`src/rtl/program_loader_if.sv`:
```
// Bundle between the byte-stream host, the program loader and program memory.
// The loader takes the slave side; the host/bench drives through master.
interface program_loader_if #(
  parameter int WIDTH     = 32,
  parameter int ADD_WIDTH = 8
);
  logic                 load_en;
  logic                 byte_valid;
  logic [7:0]           byte_in;
  logic                 byte_ready;
  logic                 mem_wen;
  logic [ADD_WIDTH-1:0] mem_add;
  logic [WIDTH-1:0]     mem_wdata;
  logic                 cpu_rst;
  logic                 load_done;
  logic [ADD_WIDTH:0]   word_count;

  modport master (
    output load_en, byte_valid, byte_in,
    input  byte_ready, mem_wen, mem_add, mem_wdata, cpu_rst, load_done, word_count
  );

  modport slave (
    input  load_en, byte_valid, byte_in,
    output byte_ready, mem_wen, mem_add, mem_wdata, cpu_rst, load_done, word_count
  );
endinterface

```
`src/rtl/program_loader.sv`:
```
// Streams program bytes into 32-bit little-endian words, writes them to program
// memory from address 0, and keeps the CPU core in reset until the load ends.
module program_loader #(
  parameter int WIDTH     = 32,
  parameter int ADD_WIDTH = 8,
  parameter int DEPTH     = 256
) (
  input  logic           clk,
  input  logic           rst,
  program_loader_if.slave bus
);

  typedef enum logic [2:0] {
    S_IDLE    = 3'd0,
    S_COLLECT = 3'd1,
    S_WRITE   = 3'd2,
    S_DONE    = 3'd3,
    S_RUN     = 3'd4
  } state_e;

  state_e               state_q, state_d;
  logic [1:0]           byte_idx_q, byte_idx_d;
  logic [WIDTH-1:0]     asm_q, asm_d;
  logic [WIDTH-1:0]     asm_fill;
  // The written-word count doubles as the write pointer; the extra MSB lets it reach DEPTH.
  logic [ADD_WIDTH:0]   wcnt_q, wcnt_d;
  logic                 byte_ready_q, byte_ready_d;
  logic                 mem_wen_q, mem_wen_d;
  logic [ADD_WIDTH-1:0] mem_add_q, mem_add_d;
  logic [WIDTH-1:0]     mem_wdata_q, mem_wdata_d;
  logic                 cpu_rst_q, cpu_rst_d;
  logic                 load_done_q, load_done_d;

  // State register and registered outputs
  always_ff @(posedge clk) begin
    if (rst) begin
      state_q      <= S_IDLE;
      byte_idx_q   <= 2'd0;
      asm_q        <= '0;
      wcnt_q       <= '0;
      byte_ready_q <= 1'b0;
      mem_wen_q    <= 1'b0;
      mem_add_q    <= '0;
      mem_wdata_q  <= '0;
      cpu_rst_q    <= 1'b1;
      load_done_q  <= 1'b0;
    end else begin
      state_q      <= state_d;
      byte_idx_q   <= byte_idx_d;
      asm_q        <= asm_d;
      wcnt_q       <= wcnt_d;
      byte_ready_q <= byte_ready_d;
      mem_wen_q    <= mem_wen_d;
      mem_add_q    <= mem_add_d;
      mem_wdata_q  <= mem_wdata_d;
      cpu_rst_q    <= cpu_rst_d;
      load_done_q  <= load_done_d;
    end
  end

  // Next-state and next-output logic; outputs are decoded from the next state
  always_comb begin
    state_d     = state_q;
    byte_idx_d  = byte_idx_q;
    asm_d       = asm_q;
    wcnt_d      = wcnt_q;
    mem_add_d   = mem_add_q;
    mem_wdata_d = mem_wdata_q;
    asm_fill    = asm_q;
    asm_fill[{byte_idx_q, 3'b000} +: 8] = bus.byte_in;

    case (state_q)
      S_IDLE, S_RUN: begin
        if (bus.load_en) begin
          state_d    = S_COLLECT;
          byte_idx_d = 2'd0;
          asm_d      = '0;
          wcnt_d     = '0;
        end else begin
          state_d = state_q;
        end
      end
      S_COLLECT: begin
        // Dropping load_en wins over a byte offered in the same cycle.
        if (!bus.load_en) begin
          if (byte_idx_q == 2'd0) begin
            state_d = S_DONE;
          end else begin
            state_d     = S_WRITE;
            mem_add_d   = wcnt_q[ADD_WIDTH-1:0];
            mem_wdata_d = asm_q;
          end
        end else if (bus.byte_valid && byte_ready_q) begin
          byte_idx_d = byte_idx_q + 2'd1;
          asm_d      = asm_fill;
          if (byte_idx_q == 2'd3) begin
            state_d     = S_WRITE;
            mem_add_d   = wcnt_q[ADD_WIDTH-1:0];
            mem_wdata_d = asm_fill;
          end else begin
            state_d = S_COLLECT;
          end
        end else begin
          state_d = S_COLLECT;
        end
      end
      S_WRITE: begin
        wcnt_d     = wcnt_q + (ADD_WIDTH + 1)'(1);
        byte_idx_d = 2'd0;
        asm_d      = '0;
        if ((mem_add_q == ADD_WIDTH'(DEPTH - 1)) || !bus.load_en) begin
          state_d = S_DONE;
        end else begin
          state_d = S_COLLECT;
        end
      end
      S_DONE: begin
        if (!bus.load_en) begin
          state_d = S_RUN;
        end else begin
          state_d = S_DONE;
        end
      end
      default: begin
        state_d = S_IDLE;
      end
    endcase

    byte_ready_d = (state_d == S_COLLECT) && bus.load_en;
    mem_wen_d    = (state_d == S_WRITE);
    cpu_rst_d    = (state_d != S_RUN);
    load_done_d  = (state_d == S_DONE);
  end

  assign bus.byte_ready = byte_ready_q;
  assign bus.mem_wen    = mem_wen_q;
  assign bus.mem_add    = mem_add_q;
  assign bus.mem_wdata  = mem_wdata_q;
  assign bus.cpu_rst    = cpu_rst_q;
  assign bus.load_done  = load_done_q;
  assign bus.word_count = wcnt_q;

endmodule
```
`src/flat_wrapper.sv`:
```
// flat-port wrapper written by rule: the top's interface ports become plain ports
module program_loader_flat 
#(
  parameter int WIDTH     = 32,
  parameter int ADD_WIDTH = 8,
  parameter int DEPTH     = 256
)
  (clk, rst, bus_load_en, bus_byte_valid, bus_byte_in, bus_byte_ready, bus_mem_wen, bus_mem_add, bus_mem_wdata, bus_cpu_rst, bus_load_done, bus_word_count);
  program_loader_if #(.WIDTH(WIDTH), .ADD_WIDTH(ADD_WIDTH)) bus_i ();
  input  logic clk;
  input  logic rst;
  input wire logic [$bits(bus_i.load_en)-1:0] bus_load_en;
  input wire logic [$bits(bus_i.byte_valid)-1:0] bus_byte_valid;
  input wire logic [$bits(bus_i.byte_in)-1:0] bus_byte_in;
  output wire logic [$bits(bus_i.byte_ready)-1:0] bus_byte_ready;
  output wire logic [$bits(bus_i.mem_wen)-1:0] bus_mem_wen;
  output wire logic [$bits(bus_i.mem_add)-1:0] bus_mem_add;
  output wire logic [$bits(bus_i.mem_wdata)-1:0] bus_mem_wdata;
  output wire logic [$bits(bus_i.cpu_rst)-1:0] bus_cpu_rst;
  output wire logic [$bits(bus_i.load_done)-1:0] bus_load_done;
  output wire logic [$bits(bus_i.word_count)-1:0] bus_word_count;
  assign bus_i.load_en = bus_load_en;
  assign bus_i.byte_valid = bus_byte_valid;
  assign bus_i.byte_in = bus_byte_in;
  assign bus_byte_ready = bus_i.byte_ready;
  assign bus_mem_wen = bus_i.mem_wen;
  assign bus_mem_add = bus_i.mem_add;
  assign bus_mem_wdata = bus_i.mem_wdata;
  assign bus_cpu_rst = bus_i.cpu_rst;
  assign bus_load_done = bus_i.load_done;
  assign bus_word_count = bus_i.word_count;
  program_loader #(.WIDTH(WIDTH), .ADD_WIDTH(ADD_WIDTH), .DEPTH(DEPTH)) u_core (.clk(clk), .rst(rst), .bus(bus_i));
endmodule
```
`config.mk`:
```
export PLATFORM = sky130hd
export DESIGN_NAME = program_loader_flat
export DESIGN_NICKNAME = d
export VERILOG_FILES = /design/src/rtl/program_loader_if.sv /design/src/rtl/program_loader.sv /design/src/flat_wrapper.sv
export SDC_FILE = /design/constraint.sdc
export NUM_CORES = 1
export LEC_CHECK = 0
export ABC_AREA = 0
export ABC_CLOCK_PERIOD_IN_PS = 2900
export CAP_MARGIN = 20
export CELL_PAD_IN_SITES_DETAIL_PLACEMENT = 0
export CELL_PAD_IN_SITES_GLOBAL_PLACEMENT = 1
export CORE_MARGIN = 4
export CORE_UTILIZATION = 40
export DETAILED_ROUTE_END_ITERATION = 10
export GPL_ROUTABILITY_DRIVEN = 0
export PLACE_DENSITY_LB_ADDON = 0.1
export SLEW_MARGIN = 15
export SYNTH_ARGS = -nofsm -noshare
export SYNTH_HDL_FRONTEND = slang
export SYNTH_SLANG_ARGS = --single-unit
```
`constraint.sdc`:
```
create_clock -name clk -period 2.9 [get_ports clk]
set_clock_uncertainty 0.05 [all_clocks]
set_input_delay 0.29 -clock clk [delete_from_list [all_inputs] [get_ports clk]]
set_output_delay 0.29 -clock clk [all_outputs]
set_load 0.1 [all_outputs]
```
# Word level (Yosys, flattened, before mapping)

Cells that the tools add are included.

Bits in registers: 90
Output and inout port bits: 53

Add/subtract/negate cells: 3
Equal/unequal tests: 16
Shift operators: 2
Multiplexer cells: 27
Reduce and logical (&&, ||, !) cells: 12

Operators by type and width:

| operator                                              | count |
|---|---|
| 2-to-1 mux 32 bit                                     | 7 |
| case mux 32 bit (3 select lines)                      | 1 |
| bitwise mux 32 bit                                    | 1 |
| 2-to-1 mux 8 bit                                      | 4 |
| variable shift 8 x 7 -> 32 bit (first input constant) | 1 |
| variable part select 8 x 7 -> 32 bit                  | 1 |
| case mux 9 bit (2 select lines)                       | 1 |
| == test 3 x 2 -> 1 bit (second input constant)        | 4 |
| 2-to-1 mux 2 bit                                      | 6 |
| case mux 3 bit (4 select lines)                       | 1 |
| adder 9 x 1 -> 9 bit (second input constant)          | 1 |
| 2-to-1 mux 3 bit                                      | 3 |
| 2-to-1 mux 9 bit                                      | 1 |
| == test 8 bit (second input constant)                 | 1 |
| AND reduction 4 bit                                   | 2 |
| negation 5 -> 7 bit                                   | 1 |
| == test 3 x 1 -> 1 bit (second input constant)        | 2 |
| != test 2 x 1 -> 1 bit (second input constant)        | 3 |
| != test 2 bit (second input constant)                 | 3 |
| case mux 2 bit (3 select lines)                       | 1 |
| == test 3 bit (second input constant)                 | 1 |
| logical NOT 3 bit                                     | 1 |
| != test 3 bit (second input constant)                 | 1 |
| nonzero test 3 bit                                    | 1 |
| 10 further kinds                                      | 11 |

# Depth between registers and ports, before layout

Gate-level depths: netlist of run 1.

Word-level depth: 7
Gate-level depth with buffers: 8

# Worst setup path after synthesis of run 1

OpenSTA, ideal clock, no wires.

Path type: register -> register
From: register u_core.byte_ready_q, in the netlist u_core.bus.byte_ready
To: register u_core.asm_q[16]
Arrival time: 2345 ps
Data required time: 2790 ps
Setup slack: 446 ps
Cell stages (with the launch flop): 5
Path buffers: 0
Clock period less this slack: 2454 ps
Cells stage by stage: dfxtp_1 -> nand3_2 -> or4_4 -> nor4_4 -> a22o_1

Cells in the longest elaborated chain, start to end: 3

Ends and longest elaborated chain:

| element                          | RTL line             | RTL |
|---|---|---|
| start, declared                  | program_loader.sv:27 | `logic byte_ready_q, byte_ready_d;` |
| start signal, assigned           | program_loader.sv:52 | `byte_ready_q <= byte_ready_d;` |
| logical AND 1 bit                | program_loader.sv:93 | `end else if (bus.byte_valid && byte_ready_q) begin` |
| != test 2 x 1 -> 1 bit (no line) | -                    |  |
| AND reduction 4 bit (no line)    | -                    |  |
| end signal, assigned             | program_loader.sv:50 | `asm_q <= asm_d;` |
| end, declared                    | program_loader.sv:23 | `logic [WIDTH-1:0] asm_q, asm_d;` |

No other way between the ends.
A chain may end at the register's enable or synchronous reset.

# Worst setup path in the final report of run 1

From: register u_core.byte_idx_q[0]
To: register u_core.mem_wdata_q[13], in the netlist u_core.bus.mem_wdata[13]

Cells in the longest elaborated chain, start to end: 6
Elaborated cells between the ends (all ways): 12
Classes of those cells: 1 x add/sub; 3 x eq/ne; 2 x shift; 4 x mux; 2 x reduce/logical

Ends and longest elaborated chain:

| element                                                                                | RTL line             | RTL |
|---|---|---|
| start, declared                                                                        | program_loader.sv:22 | `logic [1:0] byte_idx_q, byte_idx_d;` |
| start signal, assigned                                                                 | program_loader.sv:49 | `byte_idx_q <= byte_idx_d;` |
| negation 5 -> 7 bit                                                                    | program_loader.sv:70 | `asm_fill[{byte_idx_q, 3'b000} +: 8] = bus.byte_in;` |
| variable part select 8 x 7 -> 32 bit or variable shift 8 x 7 -> 32 bit (tied branches) | program_loader.sv:70 |  |
| bitwise mux 32 bit                                                                     | program_loader.sv:70 |  |
| 2-to-1 mux 32 bit                                                                      | program_loader.sv:96 | `if (byte_idx_q == 2'd3) begin` |
| 2-to-1 mux 32 bit                                                                      | program_loader.sv:93 |  |
| 2-to-1 mux 32 bit                                                                      | program_loader.sv:85 | `if (!bus.load_en) begin` |
| end signal, assigned                                                                   | program_loader.sv:55 | `mem_wdata_q <= mem_wdata_d;` |
| end, declared                                                                          | program_loader.sv:30 | `logic [WIDTH-1:0] mem_wdata_q, mem_wdata_d;` |

Several ways; a longest one is shown, not always the timed one. The select of a mux whose other input is x is not followed.

==> summary.md, run 1 <==
| Metric | Value |
|---|---|
| Highest Clock Rate | 0.428 GHz |
| Insertion delay to the later sink of the worst-skew pair | 350 ps |
| Post-synth EDFFs | 0 |
| Simple-Gate Fraction of Synth Area | between 20% and 30% |
| Iter 0 DRT Violations | 183 |
| Antenna diodes | 0 |
| Share of async-settable or async-resettable flops after synthesis | 0% |
| DRC Markers | 0 |
| Total CTS buffers | 9 |
| Post-Synthesis Net Count | slightly above 400 |
| Fraction of final layout cells sized beyond drive strength 1 | 20.6% |
| Total die area | 10800 um^2 |
| Kind of critical path | flop to flop |
| Vias per inst | ~5.6 |
| Actual transition at the worst max-transition pin | 726 ps |
| TritonCTS clock tree | yes |
| Placement-stage worst setup slack | 514 ps |
| Max_cap viols | 0 |
| Post-synthesis register bit count | 90 |
| Pin count of the biggest net entering global routing | 64 |
| Post-route clock period utilization | between 80% and 90% |
| Fraction of the mapped netlist area in adder cells | 2.39% |
| Int Power | roughly 1700 uW |
| Fin cells | 549 |
| Sequential-to-total area share from yosys stat | 49.2% |
| Synthesized area per cell | 9.54 um^2 |
| Number of failing setup endpoints in the final timing report | 0 |
| Port Buffers | 64 |
| Number of detailed-route iterations in the first pass | 4 |
| Number of nets in the layout | 456 |
| Largest fanout on the critical path | 12 |
| Post-CTS setup buffer count | 0 |
| Detailed-route wire length | 9340 um |
| Global-route wire length before repair | approximately 16000 um |
| CTS H-Tree Depth | 3 |
| Filler cell count in the final layout | 850 |
| Hold Violations, Final | 0 |
| Sort of element at the start of the critical path | flop |
| Combinational family with the most area after synthesis | compound AO/OA/AOI/OAI gates |
| Synth warnings | 0 |
| Number of placement rows | 34 |
| Synth Area in Compound Gates | about 23% |
| Net switching power of the design | 578 uW |
| Sequential share of power | 54.7% |
| Leakage power figure | 0.00170 uW |
| P&R area growth vs syn | 21.1% |
| Global-route congestion overflow total | 0 |
| Crit path setup slack, layout | approximately 560 ps |
| Cell Area, Synth | 3660 um^2 |
| Post-layout power | 2290 uW |
| Count of vias placed by the detailed router | 3088 |
| CTS Hold Bufs | 0 |
| Placed wire-length estimate after detailed placement | 6190 um |
| Xor/xnor cell area share of the yosys netlist | 0% |
| Maximum vdd ir drop | ~0.24 mV |
| I/O pin count | 65 |
| Clock power share | 36.8% |
| Clock input transition at the sequential cells of the worst setup and hold paths | approximately 90 ps |
| Master cell of the clock root buffer | clkbuf_8 |
| Time the final worst path needs with I/O delays and setup | 2340 ps |
| RSZ-0062 raised after global routing | no |
| Placeable core region | 8810 um^2 |
| Number of global-route vias before repair | 3010 |
| Sw Ratio | around a quarter |
| WP data arrival | 2560 ps |
| Main flop type after synthesis | dfxtp_1 |
| Mapped Cells | 384 |
| Width of the chip | 104 um |
| Worst min-delay path category | primary input to flop |
| Count of final max-slew check failures | 0 |
| Post-DRT Antenna Nets | 0 |
| Result of the run | finished clean |
| CTS Buffer Depth | 2 |
| Setup Total Neg Slack | 0 ps |
| Area of the multi-input gates | 1730 um^2 |
| Pwr per Cell Area | between 500 and 600 nW/um^2 |
| Area taken by flip-flops and latches | between 1500 and 2000 um^2 |
| Post-cts gate resize count | 0 |
| Post-synthesis cell type count | 47 |
| Relative contribution of combinational cells to total power | 8.5% |
| Normalized max-slew margin | around half |
| Num Clock Sinks | 90 |
| Critical Path RT | 3130 ps |
| Wire length per cell after detailed routing | 17.0 um |
| Antenna violations before repair | 0 |
| Nature of the critical path endpoint | flop |
| Multiplexer share of the synthesized area | less than 1% |
| Overall fraction of global-route tracks in use | 17.6% |
| Initial Util | 41.6% |
| Overall die height | 104 um |
| Number of instances in the placed design | 534 |
path summary, 6_finish.rpt:
check	slack [ps]	endpoint	start	depth (start not counted)
setup / recovery	560	u_core.bus.mem_wdata[13]$_SDFFE_PP0P_	u_core.byte_idx_q[0]$_SDFFE_PP0P_	6
hold / removal	330	u_core.byte_idx_q[0]$_SDFFE_PP0P_	rst	3
setup reg to reg	560	u_core.bus.mem_wdata[13]$_SDFFE_PP0P_	u_core.byte_idx_q[0]$_SDFFE_PP0P_	6
hold reg to reg	420	u_core.bus.mem_add[3]$_SDFFE_PP0P_	u_core.bus.mem_add[3]$_SDFFE_PP0P_	2
Yosys cell counts (all sizes together) (2+ instances only):
cell / instances / share of area, %
dfxtp: 90 / 49
nor2: 44 / 4.5
nor3: 38 / 5.8
a22o: 32 / 7.6
a221oi: 31 / 7.4
nand2: 26 / 2.7
a21oi: 17 / 2.3
buf: 16 / 1.9
clkbuf: 14 / 1.4
ha: 7 / 2.4
nand3: 7 / 1.1
nand2b: 6 / 1.0
inv: 5 / 0.51
o22ai: 5 / 1.9
or4: 5 / 1.1
nor3b: 4 / 0.82
o21ai: 4 / 0.55
o311ai: 4 / 1.4
a22oi: 3 / 0.61
and2: 3 / 0.51
nand4: 3 / 0.51
a211oi: 2 / 0.41
and3: 2 / 0.34
or3: 2 / 0.34
or3b: 2 / 0.55
cell usage in the layout, fill, tap and decap left out, drive strengths merged, types with 2 or more instances in the layout:
master,Yosys,layout
a211oi,2,2
a21oi,17,17
a221oi,31,31
a22o,32,32
a22oi,3,3
and2,3,3
and3,2,2
buf,16,62
clkbuf,14,11
clkdlybuf4s50,0,10
clkinvlp,0,3
dfxtp,90,90
ha,7,7
inv,5,5
nand2,26,26
nand2b,6,6
nand3,7,7
nand4,3,3
nor2,44,44
nor3,38,38
nor3b,4,4
o21ai,4,4
o22ai,5,5
o311ai,4,4
or3,2,2
or3b,2,2
or4,5,5
state kept, by name, indices dropped and copies added, names as in the netlist:
register               cells
u_core.bus.word_count      9
u_core.bus.byte_ready      1
u_core.byte_idx_q          2
u_core.bus.cpu_rst         1
u_core.asm_q              32
u_core.bus.mem_add         8
u_core.bus.mem_wen         1
u_core.bus.mem_wdata      32
u_core.bus.load_done       1
u_core.state_q             3
kinds of logic after synthesis:
family | Yosys count
simple gates | 149
fa+ha+maj | 7
compound gates | 102
buf+inv | 35
mux | 1
flops | 90
power groups by stage:
stage                     clock [uW]  sequential [uW]  combinational (uW)
after floorplan                    0             1320                 106
after global placement             0             1280                 195
after detailed placement           0             1280                 196
after CTS                        869             1250                 197
after global routing             920             1260                 212
final                            844             1250                 196
per-layer routing:
metal  wire length (um)  part of all wire (%)  GRT usage [%]
met1               4480                    48           24.4
met2               4380                    47           27.8
met3                371                   4.0           2.80
met4                106                   1.1           6.36
met5                  0                     0              0
area by class of cell:
| class | count | share of cell area, % |
|---|---|---|
| flip-flops and latches | 90 | 40.6 |
| clock inverters | 4 | 1.18 |
| clock buffers | 11 | 3.18 |
| well taps | 108 | 3.04 |
| multi-input cells | 259 | 38.9 |
| inverters | 5 | 0.423 |
| repair buffers | 72 | 12.7 |
through the flow:
stage,util (%),instance area (um^2),hold slack (ps)
after floorplan,-,3660,392
after CTS,50.4,4440,310
after global routing,50.4,4440,344
final,50.4,4440,331
after detailed placement,48.2,4250,409
after global placement,48.2,4250,407
worst max-delay path, cell delays in order, from the launching register on:
cell and delay [ps]:
dfxtp_1 630, inv_1 160, ha_1 410, nand2b_1 160
nor2_1 470, a221oi_1 190, nor3_1 190
Note: power is estimated with default switching activity, not from simulation.
==> inputs of run 2 (changes only) <==
--- a/config.mk
+++ b/config.mk
@@ -6,7 +6,7 @@
 export NUM_CORES = 1
 export LEC_CHECK = 0
 export ABC_AREA = 0
-export ABC_CLOCK_PERIOD_IN_PS = 2900
+export ABC_CLOCK_PERIOD_IN_PS = 2350
 export CAP_MARGIN = 20
 export CELL_PAD_IN_SITES_DETAIL_PLACEMENT = 0
 export CELL_PAD_IN_SITES_GLOBAL_PLACEMENT = 1
==> constraint.sdc (replaced) <==
create_clock -name clk -period 2.35 [get_ports clk]
set_clock_uncertainty 0.05 [all_clocks]
set_input_delay 0.235 -clock clk [delete_from_list [all_inputs] [get_ports clk]]
set_output_delay 0.235 -clock clk [all_outputs]
set_load 0.1 [all_outputs]
==> summary.md, run 2 (synthesized netlist as in run 1, its figures left out) <==
| Metric | Value |
|---|---|
| Pin count of the biggest net entering global routing | 64 (unchanged) |
| Number of nets in the layout | 463 (+1.5%) |
| Worst R2R Start | u_core.state_q[1]$_SDFF_PP0_ |
| Iter 0 DRT Violations | 131 (-28%) |
| Placeable core region | 8810 um^2 (unchanged) |
| Count of vias placed by the detailed router | 3151 (+2.0%) |
| Total CTS buffers | 9 (unchanged) |
| Sort of element at the start of the critical path | flop |
| Num Clock Sinks | 90 (unchanged) |
| Highest Clock Rate | 0.475 GHz (+11%) |
| Number of failing setup endpoints in the final timing report | 0 (unchanged) |
| Insertion delay to the later sink of the worst-skew pair | 350 ps (about the same) |
| Post-DRT Antenna Nets | 0 (unchanged) |
| Critical Path RT | 2500 ps (-630 ps) |
| Wire length per cell after detailed routing | 17.2 um (+0.88%) |
| Master cell of the clock root buffer | clkbuf_8 |
| Vias per inst | 5.67 (+0.76%) |
| Net switching power of the design | 719 uW (+24%) |
| Leakage power figure | 0.00177 uW (+3.6%) |
| Count of final max-slew check failures | 0 (unchanged) |
| I/O pin count | 65 (unchanged) |
| Int Power | 2240 uW (+30%) |
| Number of detailed-route iterations in the first pass | 4 (unchanged) |
| Normalized max-slew margin | 51.8% (+0.20 points) |
| Destination of the worst hold path | u_core.byte_idx_q[0]$_SDFFE_PP0P_ |
| DRC Markers | 0 (unchanged) |
| Antenna diodes | 0 (unchanged) |
| CTS H-Tree Depth | 3 (unchanged) |
| Internal reg-to-reg setup slack | 250 ps (-310 ps) |
| Critical-path cell list | or3b_4 > or4_1 > nand4b_1 > o31ai_1 |
| Number of placement rows | 34 (unchanged) |
| Width of the chip | 104 um (unchanged) |
| Worst min-delay path category | primary input to flop |
| TritonCTS clock tree | yes |
| Clock power share | 39.0% (+2.2 points) |
| Global-route congestion overflow total | 0 (unchanged) |
| Maximum vdd ir drop | 0.391 mV (+63%) |
| Setup Total Neg Slack | 0 ps (unchanged) |
| Clock input transition at the sequential cells of the worst setup and hold paths | 90 ps (about the same) |
| CTS Buffer Depth | 2 (unchanged) |
| Most common cell after layout, fill and taps aside | dfxtp_1 |
| Pwr per Cell Area | 650 nW/um^2 (+26%) |
| Sw Ratio | 24.3% (-0.87 points) |
| Overall die height | 104 um (unchanged) |
| Nature of the critical path endpoint | flop |
| Overall fraction of global-route tracks in use | 18.1% (+0.46 points) |
| Util after Layout | 51.6% (+1.2 points) |
| Destination of the worst register-to-register timing path | u_core.bus.word_count[8]$_SDFFE_PP0P_ |
| Global-route wire length before repair | 16100 um (+3.2%) |
| Total die area | 10800 um^2 (unchanged) |
| Worst hold start | rst |
| Largest fanout on the critical path | 13 (+1) |
| Result of the run | finished clean |
| Detailed-route wire length | 9540 um (+2.2%) |
| Initial Util | 41.6% (unchanged) |
| Hold Violations, Final | 0 (unchanged) |
| Slowest Stage Delay on Critical Path | 600 ps (-30 ps) |
| Fraction of final layout cells sized beyond drive strength 1 | 22.3% (+1.7 points) |
| Relative contribution of combinational cells to total power | 8.6% (about the same) |
| Kind of critical path | flop to flop |
| P&R area growth vs syn | 24.1% |
| Placed wire-length estimate after detailed placement | 6300 um (+1.7%) |
| Port Buffers | 64 (unchanged) |
| Actual transition at the worst max-transition pin | 723 ps (-3.03 ps) |
| Max stage delay cell, worst path | or4_1 |
| Smallest hold slack | 290 ps (-40.9 ps) |
| RSZ-0062 raised after global routing | no |
| Max_cap viols | 0 (unchanged) |
| Count of cells along the worst register-to-register path | 4 (-2) |
| Number of cells on the worst hold path | 3 (unchanged) |
| Top library cells by usage in the layout, fill and taps aside | dfxtp_1, buf_4, nor2_1 |
| Time the final worst path needs with I/O delays and setup | 2100 ps (-236 ps) |
| Antenna violations before repair | 0 (unchanged) |
| Post-route clock period utilization | 89.5% (+8.8 points) |
| WP data arrival | 2260 ps (-300 ps) |
| Number of global-route vias before repair | 3014 (+0.13%) |
| Sequential share of power | 52.4% (-2.3 points) |
run 2: what timing repair did:
| item | 4_1_cts | 5_1_grt |
|---|---|---|
| endpoints found under the hold margin | 0 | 0 |
| hold buffers | 0 | 0 |
| setup buffers | 0 | 0 |
| endpoints found under the setup margin | 0 | 2 |
| gates resized for setup | 0 | 1 |
run 2: area by class of cell:
cell class	instances	area (um^2)
Sequential cell	90	1800
Timing Repair Buffer	79	641
Tap cell	108	135
Fill cell	850	4260
Clock inverter	4	76.3
Inverter	5	18.8
Clock buffer	11	141
Multi-Input combinational cell	259	1730
run 2: how the worst max path moves through the flow:
| stage | start | end | slack, ps | depth (start not counted) |
|---|---|---|---|---|
| after floorplan | u_core.bus.word_count[0]$_SDFFE_PP0P_ | u_core.bus.word_count[8]$_SDFFE_PP0P_ | 30 | 5 |
| after CTS | u_core.byte_idx_q[1]$_SDFFE_PP0P_ | u_core.bus.mem_wdata[27]$_SDFFE_PP0P_ | 180 | 6 |
| after global routing | u_core.state_q[1]$_SDFF_PP0_ | u_core.bus.word_count[8]$_SDFFE_PP0P_ | 140 | 3 |
| after detailed placement | bus_load_en | u_core.asm_q[23]$_SDFFE_PP0P_ | 60 | 5 |
| after global placement | bus_load_en | u_core.asm_q[17]$_SDFFE_PP0P_ | 100 | 5 |
| final | u_core.state_q[1]$_SDFF_PP0_ | u_core.bus.word_count[8]$_SDFFE_PP0P_ | 250 | 4 |
run 2: metrics by stage:
stage	worst slack [ps]	power, uW	instance area [um^2]	std cells
after floorplan	26.5	1760	3670	384
after global placement	101	1840	4320	541
after detailed placement	61.7	1840	4320	541
after CTS	185	3000	4540	556
after global routing	143	3080	4550	556
final	247	2960	4550	556
run 2: per-layer routing:
metal,wire [um],share of wire (%),track usage (%)
met5,0,0,0
met3,321,3.4,3.05
met4,149,1.6,5.98
met1,4710,49,25.8
met2,4360,46,27.7
run 2: critical path, delay by kind of cell, from the launching register on:
kind	cells	cell delay, ps
flops	1	590
compound gates	1	70
simple gates	3	1260
run 2: power by group through the flow:
stage                     clock (uW)  combinational, uW  sequential (uW)
after floorplan                    0                131             1630
after global placement             0                252             1580
after detailed placement           0                253             1580
after CTS                       1200                254             1550
after global routing            1260                272             1550
final                           1150                253             1550
